[src/rtl/regfile_np_bypass.sv]
// Multi-port register file with same-cycle write forwarding and a pending-write scoreboard.
// Latency: reads are combinational (zero cycles); writes and scoreboard updates land on the rising clk edge.
// Backpressure: none; rd_busy tells hazard logic to stall when a register still awaits a long-latency result.
module regfile_np_bypass #(
  parameter int DATA_W   = 32,
  parameter int ADDR_W   = 5,
  parameter int NREAD    = 2,
  parameter int ZERO_REG = 1,
  parameter int BYPASS   = 1
) (
  input  logic                      clk,
  input  logic                      reset,
  input  logic                      wr_en,
  input  logic [ADDR_W-1:0]         wr_addr,
  input  logic [DATA_W-1:0]         wr_data,
  input  logic [NREAD*ADDR_W-1:0]   rd_addr,
  output logic [NREAD*DATA_W-1:0]   rd_data,
  input  logic                      sb_set,
  input  logic [ADDR_W-1:0]         sb_addr,
  output logic [NREAD-1:0]          rd_busy
);

  localparam int DEPTH = 2 ** ADDR_W;

  logic [DATA_W-1:0] mem [DEPTH];
  logic [DEPTH-1:0]  busy;
  logic [DEPTH-1:0]  busy_nxt;

  // Writes and sets aimed at the hardwired zero register are discarded up front,
  // so neither storage, scoreboard nor forwarding ever sees them.
  logic wr_eff;
  logic sb_eff;

  assign wr_eff = wr_en  && !((ZERO_REG != 0) && (wr_addr == '0));
  assign sb_eff = sb_set && !((ZERO_REG != 0) && (sb_addr == '0));

  // Register storage: cleared asynchronously, one write per edge.
  always_ff @(posedge clk or posedge reset) begin
    if (reset) begin
      for (int i = 0; i < DEPTH; i++) begin
        mem[i] <= '0;
      end
    end else if (wr_eff) begin
      mem[wr_addr] <= wr_data;
    end
  end

  // Scoreboard next state: a retiring write clears, a newly issued load sets; set is
  // applied last so it wins when both name the same register.
  always_comb begin
    busy_nxt = busy;
    if (wr_eff) begin
      busy_nxt[wr_addr] = 1'b0;
    end
    if (sb_eff) begin
      busy_nxt[sb_addr] = 1'b1;
    end
  end

  // Scoreboard state register.
  always_ff @(posedge clk or posedge reset) begin
    if (reset) begin
      busy <= '0;
    end else begin
      busy <= busy_nxt;
    end
  end

  // Independent read ports. Forwarding is suppressed during reset so the outputs
  // read zero for as long as reset is held, whatever the write inputs do.
  for (genvar p = 0; p < NREAD; p++) begin : g_rd
    logic [ADDR_W-1:0] ra;
    logic              is_zero;
    logic              hit_wr;
    logic              hit_sb;

    assign ra      = rd_addr[p*ADDR_W +: ADDR_W];
    assign is_zero = (ZERO_REG != 0) && (ra == '0);
    assign hit_wr  = (BYPASS != 0) && !reset && wr_eff && (wr_addr == ra);
    assign hit_sb  = sb_eff && (sb_addr == ra);

    assign rd_data[p*DATA_W +: DATA_W] = is_zero ? '0 :
                                         hit_wr  ? wr_data : mem[ra];

    // A forwarded write retires the pending result, unless a new load to the same
    // register issues on the same edge and keeps it pending.
    assign rd_busy[p] = is_zero              ? 1'b0 :
                        (hit_wr && !hit_sb)  ? 1'b0 : busy[ra];
  end

endmodule

[config.mk]
export PLATFORM = sky130hd
export DESIGN_NAME = regfile_np_bypass
export DESIGN_NICKNAME = d
export VERILOG_FILES = /design/src/rtl/regfile_np_bypass.sv
export SDC_FILE = /design/constraint.sdc
export NUM_CORES = 2
export LEC_CHECK = 0
export CORE_AREA = 2 2 318 320
export CTS_CLUSTER_DIAMETER = 30
export DETAILED_ROUTE_END_ITERATION = 8
export DIE_AREA = 0 0 320 322
export GPL_TIMING_DRIVEN = 0
export PLACE_DENSITY = 0.83
export SLEW_MARGIN = 20
export SYNTH_ARGS = -nofsm -noshare
export SYNTH_HDL_FRONTEND = slang
export SYNTH_SLANG_ARGS = --single-unit
[constraint.sdc]
create_clock -name clk -period 36.3 [get_ports clk]
set_input_delay 9.075 -clock clk [delete_from_list [all_inputs] [get_ports clk]]
set_output_delay 9.075 -clock clk [all_outputs]
set_load 0.005 [all_outputs]
==> impl_metrics.env <==
export IMPL_status="finished clean"
export IMPL_track_usage_pct=48.1
export IMPL_slew_headroom_pct=6.40
export IMPL_io_pins=122
export IMPL_syn_area_um2=56300
export IMPL_yosysMostFrequentCell="dfrtp_1"
export IMPL_rsz0062_at_grt="no"
export IMPL_grt_max_degree=36
export IMPL_hold_buffers=0
export IMPL_fp_dieH_um=322
export IMPL_gr_total_overflow=0
export IMPL_clk_pin_slew_worst_paths_ns=0.05
export IMPL_drv_slew=0
export IMPL_power_frac_comb_pct=17.5
export IMPL_crit_fanout=10
export IMPL_synth_edf_count=0
export IMPL_p_switching_mw=1.29
export IMPL_wire_per_inst_um=40.1
export IMPL_max_vdd_ir_drop_mv=0.0498
export IMPL_ys_warn_count=0
export IMPL_gp_congestion=1.04
export IMPL_cts_resized_gates=0
export IMPL_synth_seq_area_share_pct=46.9
export IMPL_cts_path_max_buffers=3
export IMPL_fillers=6786
export IMPL_synth_avg_cell_area_um2=13.1
export IMPL_synth_fp_nets=4362
export IMPL_core_area_um2=99600
export IMPL_min_period_ns=23.05
export IMPL_share_seq_of_total_power_pct=34.8
export IMPL_period_share_pct=63.5
export IMPL_cts_sinks=1056
export IMPL_pwr_share_clk_pct=47.7
export IMPL_drc=0
export IMPL_initial_utilization_pct=56.5
export IMPL_drive_gt1_share_pct=38.0
export IMPL_arrival_ns=13.98
export IMPL_first_pass_iters=7
export IMPL_cts_tree="done"
export IMPL_cts_setup_buffers=0
export IMPL_nNetsFinal=4725
export IMPL_timing_fmax_ghz=0.0434
export IMPL_worst_setup_path_type="input port to primary output"
export IMPL_finalNonFillerCells=6178
export IMPL_yosys_top_cells_area="dfrtp_1 47%, mux4_2 16%, mux2_2 16%"
export IMPL_internal_power_mw=3.25
export IMPL_num_vias=47500
export IMPL_fin_skew_ns=0
export IMPL_ys_flop_type="dfrtp_1"
export IMPL_critPathCaptureType="primary output"
export IMPL_synth_common_cells="1056 x dfrtp_1, 805 x mux2_2, 405 x mux4_2"
export IMPL_drv_cap=0
export IMPL_power_density_nw_per_um2=66.9
export IMPL_die_area_um2=103000
export IMPL_dp_hpwl_um=173000
export IMPL_first_global_vias=46800
export IMPL_synthCells=4306
export IMPL_drtIter0Drc=8005
export IMPL_ys_async_sr_fraction_pct=100
export IMPL_dp_cells=5742
export IMPL_io_buffers=100
export IMPL_tightest_slew_ns=1.40
export IMPL_worstHoldPathType="flop to flop"
export IMPL_swShare_pct=28.3
export IMPL_synth_top_area_share_pct=46.9
export IMPL_grt_pass1_wl_um=344000
export IMPL_wirelength_um=248000
export IMPL_yosysTopAreaCell="dfrtp_1"
export IMPL_die_w_um=320
export IMPL_antenna_found_initial=31
export IMPL_numCtsBuffers=222
export IMPL_setup_viol=0
export IMPL_fin_tns_setup_ns=0
export IMPL_insertion_delay_ns=0.82
export IMPL_ctsHtreeMaxLevel=4
export IMPL_place_ws_ns=13.79
export IMPL_fp_row_count=116
export IMPL_ys_seq_elements=1056
export IMPL_ctsRootBufferMaster="clkbuf_16"
export IMPL_required_ns=27.23
export IMPL_worst_slack_ns=13.25
export IMPL_p_leak_nw=29.5
export IMPL_ys_types=58
export IMPL_multiInputGateArea_um2=27600
export IMPL_register_area_um2=26400
export IMPL_area_growth_pct=20.4
export IMPL_ant_nets=0
export IMPL_via_per_inst=7.69
export IMPL_critical_path_startpoint_type="input port"
export IMPL_final_hold_viol_count=0
export IMPL_final_util_pct=68.1
==> through the flow <==
| stage | hold WS, ns | instance area, µm² | power (mW) |
|---|---|---|---|
| 6_report | 0.472 | 67800 | 4.54 |
| 2_1_floorplan | 0.441 | 56300 | 2.05 |
| 4_1_cts | 0.475 | 67700 | 4.47 |
| 5_1_grt | 0.492 | 67800 | 4.62 |
| 3_5_place_dp | 0.464 | 59700 | 2.32 |
| 3_3_place_gp | 0.454 | 58900 | 2.27 |
==> worst paths after layout <==
| path | start | cells past startpoint | to | slack, ns |
|---|---|---|---|---|
| max | rd_addr[7] | 9 | rd_data[35] | 13.25 |
| max reg2reg | mem[34] | 1 | mem[34] | 35.39 |
| min in group asynchronous | reset | 2 | mem[673] | 8.63 |
| min | mem[998] | 1 | mem[998] | 0.47 |
| min reg2reg | mem[998] | 1 | mem[998] | 0.47 |
| max in group asynchronous | reset | 10 | mem[1016] | 25.46 |
==> layer usage <==
metal,vias to the layer above,share of wire [%],global-route usage (%)
met1,23800,32,55.3
met5,-,0.26,3.78
met3,1564,18,28.2
met2,5006,40,63.8
met4,28,10,39.6
li1,17200,-,-
==> power groups by stage <==
stage	Clock [mW]	Combinational, mW	Sequential [mW]
after floorplan	0	0.522	1.53
after global placement	0	0.713	1.56
after detailed placement	0	0.745	1.58
after CTS	2.14	0.757	1.57
after global routing	2.21	0.812	1.60
final	2.17	0.793	1.58
==> state kept, by name, indices dropped and copies added (netlist names) <==
signal	count
mem	1024
busy	32
==> cell families after synthesis <==
kind of cell,after synthesis,share of synthesized area (%)
compound gates,799,8.98
xor+xnor,20,0.311
buf+inv,515,4.13
flops,1056,46.9
mux,1369,35.1
simple gates,547,4.50
==> final cells by class <==
class	instances	share of cell area (%)
Inverter	25	0.144
Antenna cell	22	0.0812
Clock inverter	127	2.63
Clock buffer	286	9.14
Buffer	490	3.33
Tap cell	1298	2.40
Multi-Input combinational cell	2735	40.6
Sequential cell	1056	39.0
Timing Repair Buffer	139	2.66
==> critical path: stages <==
cell and delay, ns:
clkdlybuf4s50_1 0.82, nand2b_1 0.18, clkbuf_1 0.67, clkbuf_1 1.01, clkbuf_1 0.82, o22ai_1 0.31
o21ai_0 0.28, o21a_1 0.26, clkdlybuf4s50_1 0.54
==> placed cells by master (no fill, tap or decap), drive strengths merged, types with 9 or more instances in the layout <==
cell type	Yosys	routed
o211a	31	31
o22a	15	15
dfrtp	1056	1056
diode	0	22
nand2b	10	10
nand4b	21	21
or4	16	16
nor2	106	106
clkinv	0	50
a22o	12	12
clkinvlp	0	29
a21oi	42	42
clkbuf	301	588
nand2	315	315
nor3	13	13
a211oi	9	9
inv	25	38
o21ai	382	382
o2bb2ai	16	16
o21a	22	22
nor3b	10	10
mux2i	159	159
o211ai	35	35
xor2	12	12
mux4	405	405
o22ai	111	111
mux2	805	805
bufinv	0	35
o221ai	47	47
buf	189	227
clkdlybuf4s50	0	100
or3	24	24
a22oi	31	31
a221oi	30	30
No activity file was read; power rests on OpenSTA's default activity.
